`src/rtl/auth_blk_p_pkg.sv`:
```
// auth_pkg: shared types and default command codes for the authorisation
// block (auth_blk_p) and its bench.
//   auth_state_t : OFF / ON / STOP_WAIT power-state encoding
//   GO_DEF       : default power-up command byte ('g')
//   STOP_DEF     : default power-down request byte ('s')
package auth_pkg;

  typedef enum logic [1:0] {
    OFF       = 2'd0,
    ON        = 2'd1,
    STOP_WAIT = 2'd2
  } auth_state_t;

  localparam logic [7:0] GO_DEF   = 8'h67;
  localparam logic [7:0] STOP_DEF = 8'h73;

endpackage

```
`src/rtl/auth_blk_p_if.sv`:
```
// auth_blk_p_if: byte handshake between the UART receiver and the
// authorisation block.
//   rx_data    : received byte, valid while rx_rdy is high
//   rx_rdy     : level, byte available until acknowledged
//   clr_rx_rdy : one-cycle acknowledge from the consumer
// Modports: master = UART receiver side, slave = authorisation block side.
interface auth_blk_p_if;
  logic [7:0] rx_data;
  logic       rx_rdy;
  logic       clr_rx_rdy;

  modport master (output rx_data, output rx_rdy, input clr_rx_rdy);
  modport slave  (input rx_data, input rx_rdy, output clr_rx_rdy);
endinterface

```
`src/rtl/auth_blk_p_rider_db.sv`:
```
// rider_db: debounces the raw rider-off indication.
//   clk, rst  : clock, asynchronous active-high reset
//   rider_off : raw indication from the load-cell compare
//   off_q     : high once rider_off has been high OFF_DB consecutive cycles
module rider_db #(
  parameter int OFF_DB = 4
) (
  input  logic clk,
  input  logic rst,
  input  logic rider_off,
  output logic off_q
);

  localparam int            DB_W   = $clog2(OFF_DB + 1);
  localparam logic [DB_W-1:0] DB_MAX = DB_W'(OFF_DB);

  logic [DB_W-1:0] r_db;

  // Saturating run-length counter; any low sample restarts the run.
  always_ff @(posedge clk or posedge rst) begin
    if (rst)                r_db <= '0;
    else if (!rider_off)    r_db <= '0;
    else if (r_db != DB_MAX) r_db <= r_db + DB_W'(1);
  end

  assign off_q = (r_db == DB_MAX);

endmodule

```
`src/rtl/auth_blk_p.sv`:
```
// auth_blk_p: Segway power authorisation. Consumes command bytes from the
// UART receiver and drives pwr_up to the balance controller / motor drive.
//   clk, rst   : clock, asynchronous active-high reset
//   rx         : byte handshake (slave side: rx_data, rx_rdy -> clr_rx_rdy)
//   rider_off  : raw rider-off indication (debounced internally)
//   pwr_up     : Segway powered
//   stop_pend  : STOP received, waiting for the rider to step off
//   cmd_err    : one-cycle pulse, unrecognised byte consumed
//   timeout_pd : one-cycle pulse, idle auto power-down
module auth_blk_p
  import auth_pkg::*;
#(
  parameter logic [7:0] GO_CMD   = GO_DEF,
  parameter logic [7:0] STOP_CMD = STOP_DEF,
  parameter int         OFF_DB   = 4,
  parameter int         IDLE_TO  = 67108864,
  parameter int         CNT_W    = $clog2(IDLE_TO + 1)
) (
  input  logic         clk,
  input  logic         rst,
  auth_blk_p_if.slave  rx,
  input  logic         rider_off,
  output logic         pwr_up,
  output logic         stop_pend,
  output logic         cmd_err,
  output logic         timeout_pd
);

  localparam logic [CNT_W-1:0] IDLE_LAST = CNT_W'(IDLE_TO - 1);

  auth_state_t      r_state, w_nxt;
  logic             r_clr, r_err, r_tpd, r_pwr, r_stop;
  logic [CNT_W-1:0] r_idle;
  logic             w_take, w_off_q, w_is_go, w_is_stop, w_err, w_tpd;

  rider_db #(.OFF_DB(OFF_DB)) u_db (
    .clk       (clk),
    .rst       (rst),
    .rider_off (rider_off),
    .off_q     (w_off_q)
  );

  // A byte is taken only when the previous acknowledge is not still
  // asserted, so a level rx_rdy is consumed exactly once.
  assign w_take    = rx.rx_rdy & ~r_clr;
  assign w_is_go   = (rx.rx_data == GO_CMD);
  assign w_is_stop = (rx.rx_data == STOP_CMD);

  always_comb begin
    w_nxt = r_state;
    w_err = 1'b0;
    w_tpd = 1'b0;
    unique case (r_state)
      OFF: begin
        if (w_take) begin
          if (w_is_go)         w_nxt = ON;
          else if (!w_is_stop) w_err = 1'b1;
        end
      end
      ON: begin
        if (w_take) begin
          if (w_is_stop)     w_nxt = w_off_q ? OFF : STOP_WAIT;
          else if (!w_is_go) w_err = 1'b1;
        end else if (w_off_q && r_idle == IDLE_LAST) begin
          w_nxt = OFF;
          w_tpd = 1'b1;
        end
      end
      STOP_WAIT: begin
        // A byte in flight wins over a rider that has just stepped off,
        // so a late GO still cancels the stop.
        if (w_take) begin
          if (w_is_go) w_nxt = ON;
          else if (!w_is_stop) begin
            w_err = 1'b1;
            if (w_off_q) w_nxt = OFF;
          end
        end else if (w_off_q) begin
          w_nxt = OFF;
        end
      end
      default: w_nxt = OFF;
    endcase
  end

  always_ff @(posedge clk or posedge rst) begin
    if (rst) begin
      r_state <= OFF;
      r_clr   <= 1'b0;
      r_err   <= 1'b0;
      r_tpd   <= 1'b0;
      r_pwr   <= 1'b0;
      r_stop  <= 1'b0;
      r_idle  <= '0;
    end else begin
      r_state <= w_nxt;
      r_clr   <= w_take;
      r_err   <= w_err;
      r_tpd   <= w_tpd;
      r_pwr   <= (w_nxt != OFF);
      r_stop  <= (w_nxt == STOP_WAIT);
      // Idle time accumulates only while powered with the rider off and
      // no traffic; it holds at its last value rather than wrapping.
      if (r_state == ON && w_off_q && !w_take)
        r_idle <= (r_idle == IDLE_LAST) ? r_idle : r_idle + CNT_W'(1);
      else
        r_idle <= '0;
    end
  end

  assign rx.clr_rx_rdy = r_clr;
  assign pwr_up        = r_pwr;
  assign stop_pend     = r_stop;
  assign cmd_err       = r_err;
  assign timeout_pd    = r_tpd;

endmodule

```
`src/flat_wrapper.sv`:
```
// flat-port wrapper written by rule: the top's interface ports become plain ports
module auth_blk_p_flat import auth_pkg::*;
#(
  parameter logic [7:0] GO_CMD   = GO_DEF,
  parameter logic [7:0] STOP_CMD = STOP_DEF,
  parameter int         OFF_DB   = 4,
  parameter int         IDLE_TO  = 67108864,
  parameter int         CNT_W    = $clog2(IDLE_TO + 1)
)
  (clk, rst, rider_off, pwr_up, stop_pend, cmd_err, timeout_pd, rx_rx_data, rx_rx_rdy, rx_clr_rx_rdy);
  auth_blk_p_if rx_i ();
  input  logic clk;
  input  logic rst;
  input  logic rider_off;
  output logic pwr_up;
  output logic stop_pend;
  output logic cmd_err;
  output logic timeout_pd;
  input wire logic [$bits(rx_i.rx_data)-1:0] rx_rx_data;
  input wire logic [$bits(rx_i.rx_rdy)-1:0] rx_rx_rdy;
  output wire logic [$bits(rx_i.clr_rx_rdy)-1:0] rx_clr_rx_rdy;
  assign rx_i.rx_data = rx_rx_data;
  assign rx_i.rx_rdy = rx_rx_rdy;
  assign rx_clr_rx_rdy = rx_i.clr_rx_rdy;
  auth_blk_p #(.GO_CMD(GO_CMD), .STOP_CMD(STOP_CMD), .OFF_DB(OFF_DB), .IDLE_TO(IDLE_TO), .CNT_W(CNT_W)) u_core (.clk(clk), .rst(rst), .rx(rx_i), .rider_off(rider_off), .pwr_up(pwr_up), .stop_pend(stop_pend), .cmd_err(cmd_err), .timeout_pd(timeout_pd));
endmodule
```
`config.mk`:
```
export PLATFORM = sky130hd
export DESIGN_NAME = auth_blk_p_flat
export DESIGN_NICKNAME = d
export VERILOG_FILES = /design/src/rtl/auth_blk_p_pkg.sv /design/src/rtl/auth_blk_p_if.sv /design/src/rtl/auth_blk_p_rider_db.sv /design/src/rtl/auth_blk_p.sv /design/src/flat_wrapper.sv
export SDC_FILE = /design/constraint.sdc
export NUM_CORES = 1
export LEC_CHECK = 0
export CELL_PAD_IN_SITES_DETAIL_PLACEMENT = 0
export CELL_PAD_IN_SITES_GLOBAL_PLACEMENT = 1
export CORE_ASPECT_RATIO = 1.4
export CORE_MARGIN = 2
export CORE_UTILIZATION = 40
export CTS_CLUSTER_DIAMETER = 50
export DETAILED_ROUTE_END_ITERATION = 6
export GPL_TIMING_DRIVEN = 0
export PLACE_DENSITY = 0.75
export SLEW_MARGIN = 15
export SYNTH_ARGS = -nofsm -noshare
export SYNTH_HDL_FRONTEND = slang
export SYNTH_SLANG_ARGS = --single-unit
```
`constraint.sdc`:
```
create_clock -name clk -period 1.75 [get_ports clk]
set_input_delay 0.35 -clock clk [delete_from_list [all_inputs] [get_ports clk]]
set_output_delay 0.35 -clock clk [all_outputs]
set_load 0.05 [all_outputs]
```
# After elaboration in Yosys (flattened, before gate mapping)
# Cells that the tools add are included.
[classes]
bitwise_logic = 2
add_sub_neg = 2
n_eq_ne = 10
n_reduce_logical = 7
muxes = 25
[ops]
columns = ["cell", "n"]
rows = [
  ["2-to-1 mux 27 bit", 2],
  ["adder 27 x 1 -> 27 bit (second input constant)", 1],
  ["== test 27 x 26 -> 1 bit (second input constant)", 1],
  ["2-to-1 mux 2 bit", 10],
  ["== test 8 x 7 -> 1 bit (second input constant)", 2],
  ["2-to-1 mux 1 bit", 9],
  ["2-to-1 mux 3 bit", 2],
  ["one-hot mux 2 bit (3 select lines)", 1],
  ["== test 2 bit (second input constant)", 2],
  ["adder 3 x 1 -> 3 bit (second input constant)", 1],
  ["== test 3 bit (second input constant)", 1],
  ["logical AND 1 bit", 3],
  ["inequality test 3 bit (second input constant)", 1],
  ["== test 2 x 1 -> 1 bit (second input constant)", 1],
  ["logical NOT 2 bit", 1],
  ["inequality test 2 x 1 -> 1 bit (second input constant)", 1],
  ["inequality test 2 bit (second input constant)", 1],
  ["one-hot mux 1 bit (2 select lines)", 1],
  ["nonzero test 2 bit", 1],
  ["OR reduction 2 bit", 1],
  ["AND 1 bit", 1],
  ["logical NOT 1 bit", 1],
  ["NOT 1 bit", 1],
]
[word_totals]
input_bits = 12
wordCells = 54
ff_bits = 37
out_inout_bits = 5

# Logic depth before layout (Yosys ltp)
[logic_depth]
word_depth = 7
ltp_mapped = 7
ltp_nobuf = 7

# Hierarchy
# Synthesis repeated with hierarchy kept, for this count alone.
[unflattened]
cells_unflattened = 218
area_unflattened_um2 = 2078.2
[by_module_without_submodules]
columns = ["mod", "seq_area_each_um2", "area_each_um2", "cells_per_inst", "n_inst"]
rows = [
  ["auth_blk_p", 850.8, 1903.1, 200, 1],
  ["rider_db", 75.1, 175.2, 18, 1],
]

# Worst setup path before layout
# OpenSTA, ideal clock, no wires.
[synth_timing]
path_type = "register to register"
from = "register u_core.r_clr (netlist: u_core.rx.clr_rx_rdy)"
to = "register u_core.r_idle[23]"
path_buffers = 0
t_arrival_ns = 1.802
stages_incl_launch_ff = 7
synth_period_minus_slack_ns = 1.921
setup_slack_ns = -0.171
required_time_ns = 1.631
setup_time_ns = 0.119
path_cell_list = "dfrtp_1 nand2b_1 inv_1 nor4_2 a211oi_4 and3_2 o21a_1"
[synth_via]
elab_chain_len = 5
word_cells_on_any_way = 6
classes_between = "eq/ne: 1; mux: 1; bitwise: 2; reduce/logical: 2"
[synth_rtl]
columns = ["item", "line_no", "source"]
rows = [
  ["from (decl)", "auth_blk_p.sv:32", "logic r_clr, r_err, r_tpd, r_pwr, r_stop;"],
  ["from (signal assigned)", "auth_blk_p.sv:97", "r_clr <= w_take;"],
  ["NOT 1 bit *", "auth_blk_p.sv:45", "assign w_take = rx.rx_rdy & ~r_clr;"],
  ["AND 1 bit *", "auth_blk_p.sv:45", ""],
  ["via u_core.w_take", "auth_blk_p.sv:34", "logic w_take, w_off_q, w_is_go, w_is_stop, w_err, w_tpd;"],
  ["logical NOT 1 bit *", "auth_blk_p.sv:104", "if (r_state == ON && w_off_q && !w_take)"],
  ["logical AND 1 bit *", "auth_blk_p.sv:104", ""],
  ["inequality test 2 bit (no line) / 2-to-1 mux 27 bit (equally long branches)", "-", ""],
  ["to (signal assigned)", "auth_blk_p.sv:105", "r_idle <= (r_idle == IDLE_LAST) ? r_idle : r_idle + CNT_W'(1);"],
  ["to (decl)", "auth_blk_p.sv:33", "logic [CNT_W-1:0] r_idle;"],
]
# Mark *: on every way through the listed nets, which the timed path passes. The rest lies on a longest branch.
# A chain may end at the register's enable or synchronous reset.

# Worst setup path in the final report
[layout_timing]
from = "register u_core.r_idle[12]"
to = "register u_core.r_idle[23]"
[layout_via]
elab_chain_len = 3
word_cells_on_any_way = 5
classes_between = "add/sub: 1; eq/ne: 2; mux: 2"
[layout_rtl]
columns = ["item", "line_no"]
rows = [
  ["adder 27 x 1 -> 27 bit", "auth_blk_p.sv:105"],
  ["2-to-1 mux 27 bit", "auth_blk_p.sv:105"],
  ["2-to-1 mux 27 bit", "auth_blk_p.sv:104"],
]
# Parallel ways exist; a longest one is shown, timed or not. The select of a mux whose other input is x is not followed.

==> metrics.md <==
| Metric | Value |
|---|---|
| Nets | 282 |
| GPL Wtd Cong | 0.770 |
| Post-synth EDFFs | 0 |
| CP arrival | 1.96 ns |
| Max-slew violation count | 0 |
| Crit path launch type | register |
| Ports | 17 |
| Top_reg_cell synth | dfrtp_1 |
| Hold buffers post-CTS | 0 |
| Required time of the critical path | 1.93 ns |
| PD cells | 576 nW/um2 |
| Count of different cell masters after synthesis | 42 |
| Commonest non-fill, non-tap cells in the layout | buf_4, dfrtp_1, nor2_1 |
| Post-synth net total | 222 |
| Crit path max fanout | 5 |
| FP Rows | 30 |
| Pre-CTS worst setup slack | -0.542 ns |
| Vias in the first global route | 1778 |
| Synth area leader | dfrtp_1 |
| Leakage | 1.17 nW |
| Delay of the slowest critical-path stage | 0.56 ns |
| Fin Setup TNS | -0.0747 ns |
| Starting DRT DRC Count | 50 |
| DRT Pass-1 Iters | 4 |
| Share of the synthesized area in the top cell type | 46.6% |
| CP top delay family | simple AND/OR/NAND/NOR gates |
| Slowest stage cell, crit path | or4_4 |
| Buf/Inv on CP | 1 |
| Synth async-reset ratio | 100% |
| IO Port Bufs | 16 |
| Clk_lat worst skew | 0.29 ns |
| Root Buffer | clkbuf_8 |
| Max Buffers Root-to-Sink | 2 |
| Global-route wire length before repair | 8.24 mm |
| Setup violation total in the final timing report | 4 |
| Final period util | 102% |
| Vias per inst | 5.31 |
| Antenna cells | 0 |
| RSZ-0062 raised after global routing | true |
| Seq cells post-synth | 37 |
| Final worst setup slack | -0.0309 ns |
| Synth Instances | 207 |
| Area contributors post-synth | dfrtp_1, xnor2_1, nor2_1, nand3_1, nand2_1 |
| Failing checks | negative setup slack |
| Worst VDD drop | 0.468 mV |
| CP cell instances | nand3_2 > or4_4 > a211oi_4 > buf_6 > a21oi_2 > o21a_1 |
| Vias | 1762 |
| Tot Pwr | 1.66 mW |
| Antenna violations before repair | 0 |
| Hold Crit Class | input port to asynchronous set/reset pin |
| Clk slew on worst S/H paths | 0.07 ns |
| Status | complete, but fails checks |
| Routed wire length | 5.03 mm |
| Post-synthesis sequential area ratio | 46.6% |
| Routed len/inst | 15.2 um |
| # DRC | 0 |
| ANT nets after route | 0 |
| CTS tree | built |
| Fmax | 562 MHz |
| GRT Overall Usage | 19.1% |
| Synthesized cell area | 1990 um2 |
| Worst Tran Pin Value | 0.506 ns |
| Hpwl dp | 3.03 mm |
| Syn-to-layout area delta | 44.6% |
| Die area | 5560 um2 |
| CTS Buf Count | 5 |
| Max-cap violations | 0 |
| Initial core utilization | 41.4% |
| Share of cells above drive strength 1 | 35.1% |
| Syn. warnings | 0 |
| Hold Fails Final Rpt | 0 |
| Inst Count DP | 288 |
| Worst clock skew | 0.00666 ns |
| WS Path Type | register to register |
| Final min period | 1.78 ns |
| Gr ovfl total | 0 |
| Largest net degree at the start of global routing | 36 |
| Final cell count without fillers | 332 |
| Core Box Area | 4800 um2 |
| CP Capture Type | register |
| Sinks on Clock Net | 37 |
| Syn_area_per_cell | 9.60 um2 |
| Die Height | 87.4 um |
| Die width | 63.6 um |
| CTS H-tree lvls | 2 |
| Slew headroom | 66.4% |
[synthesized netlist by cell type, drive strengths merged (2+ instances only)]
library cell	count
dfrtp	37
nor2	21
xnor2	16
nand2	15
nand3	14
inv	12
a21oi	9
a211oi	8
nor4	7
and2	6
nand4	6
nor3	5
o21ai	5
a31oi	4
a21o	3
buf	3
clkbuf	3
ha	3
nand2b	3
xor2	3
a2111oi	2
a21boi	2
and3	2
nand4b	2
nor2b	2
o21a	2
o22ai	2
o32ai	2
[worst reg2reg max path, stage by stage (launching register included)]
cell,delay [ns]
dfrtp_1,0.39
nand3_2,0.14
or4_4,0.56
a211oi_4,0.21
buf_6,0.15
a21oi_2,0.05
o21a_1,0.18
[timing repair]
item                       CTS  global route
resized for setup           38            21
setup endpoints to repair   37            24
setup buffers               23            12
pin swaps                    8            12
cloned                       0             2
[cell families after synthesis]
kind of cell	share of synthesized area, %
fa+ha+maj	1.89
buf+inv	3.71
mux	0.503
simple gates	25.0
xor+xnor	8.37
compound gates	14.0
flops	46.6
[registers in the layout, summed over array words and instances (netlist names)]
| signal | cells |
|---|---|
| u_core.r_idle | 27 |
| u_core.r_state | 2 |
| u_core.pwr_up | 1 |
| u_core.timeout_pd | 1 |
| u_core.cmd_err | 1 |
| u_core.rx.clr_rx_rdy | 1 |
| u_core.stop_pend | 1 |
| u_core.u_db.r_db | 3 |
[area by class of cell]
cell class / count / area, um2
fillers: 463 / 1930
multi-input cells: 152 / 1180
flip-flops and latches: 37 / 932
repair buffers: 54 / 484
clock buffers: 8 / 90.1
well taps: 64 / 80.1
plain buffers: 5 / 58.8
inverters: 12 / 45.0
[layer usage]
metal / vias up / wire (um) / track usage [%]
li1: 852 / - / -
met1: 865 / 1920 / 20.9
met2: 34 / 2860 / 35.5
met3: 11 / 142 / 4.01
met4: 0 / 104 / 8.10
met5: - / 0 / 0
[final timing paths]
kind                                               start                       endpoint  slack [ns]  depth (start not counted)
max                        u_core.r_idle[12]$_DFFE_PP0P_  u_core.r_idle[23]$_DFFE_PP0P_       -0.03                          6
min                                                  rst       u_core.cmd_err$_DFF_PP0_        0.23                          2
max reg2reg                u_core.r_idle[12]$_DFFE_PP0P_  u_core.r_idle[23]$_DFFE_PP0P_       -0.03                          6
min reg2reg                u_core.r_idle[25]$_DFFE_PP0P_  u_core.r_idle[26]$_DFFE_PP0P_        0.52                          1
max in group asynchronous                            rst   u_core.r_idle[8]$_DFFE_PP0P_        1.12                          3
min in group clk           u_core.r_idle[25]$_DFFE_PP0P_  u_core.r_idle[26]$_DFFE_PP0P_        0.52                          1
[per-stage QoR]
stage / utilization [%] / hold WS, ns / cell area [um2]
6_report: 59.8 / 0.233 / 2870
5_1_grt: 59.8 / 0.243 / 2870
4_1_cts: 55.8 / 0.229 / 2680
3_5_place_dp: 47.6 / 0.506 / 2290
3_3_place_gp: 47.2 / 0.492 / 2270
2_1_floorplan: - / 0.453 / 2030
[power by group]
group	leakage, nW	switching [mW]	internal, mW
Combinational	0.624	0.0878	0.0688
Sequential	0.503	0.0132	0.870
Clock	0.0455	0.295	0.321
Power figures use the tool's default switching activity.
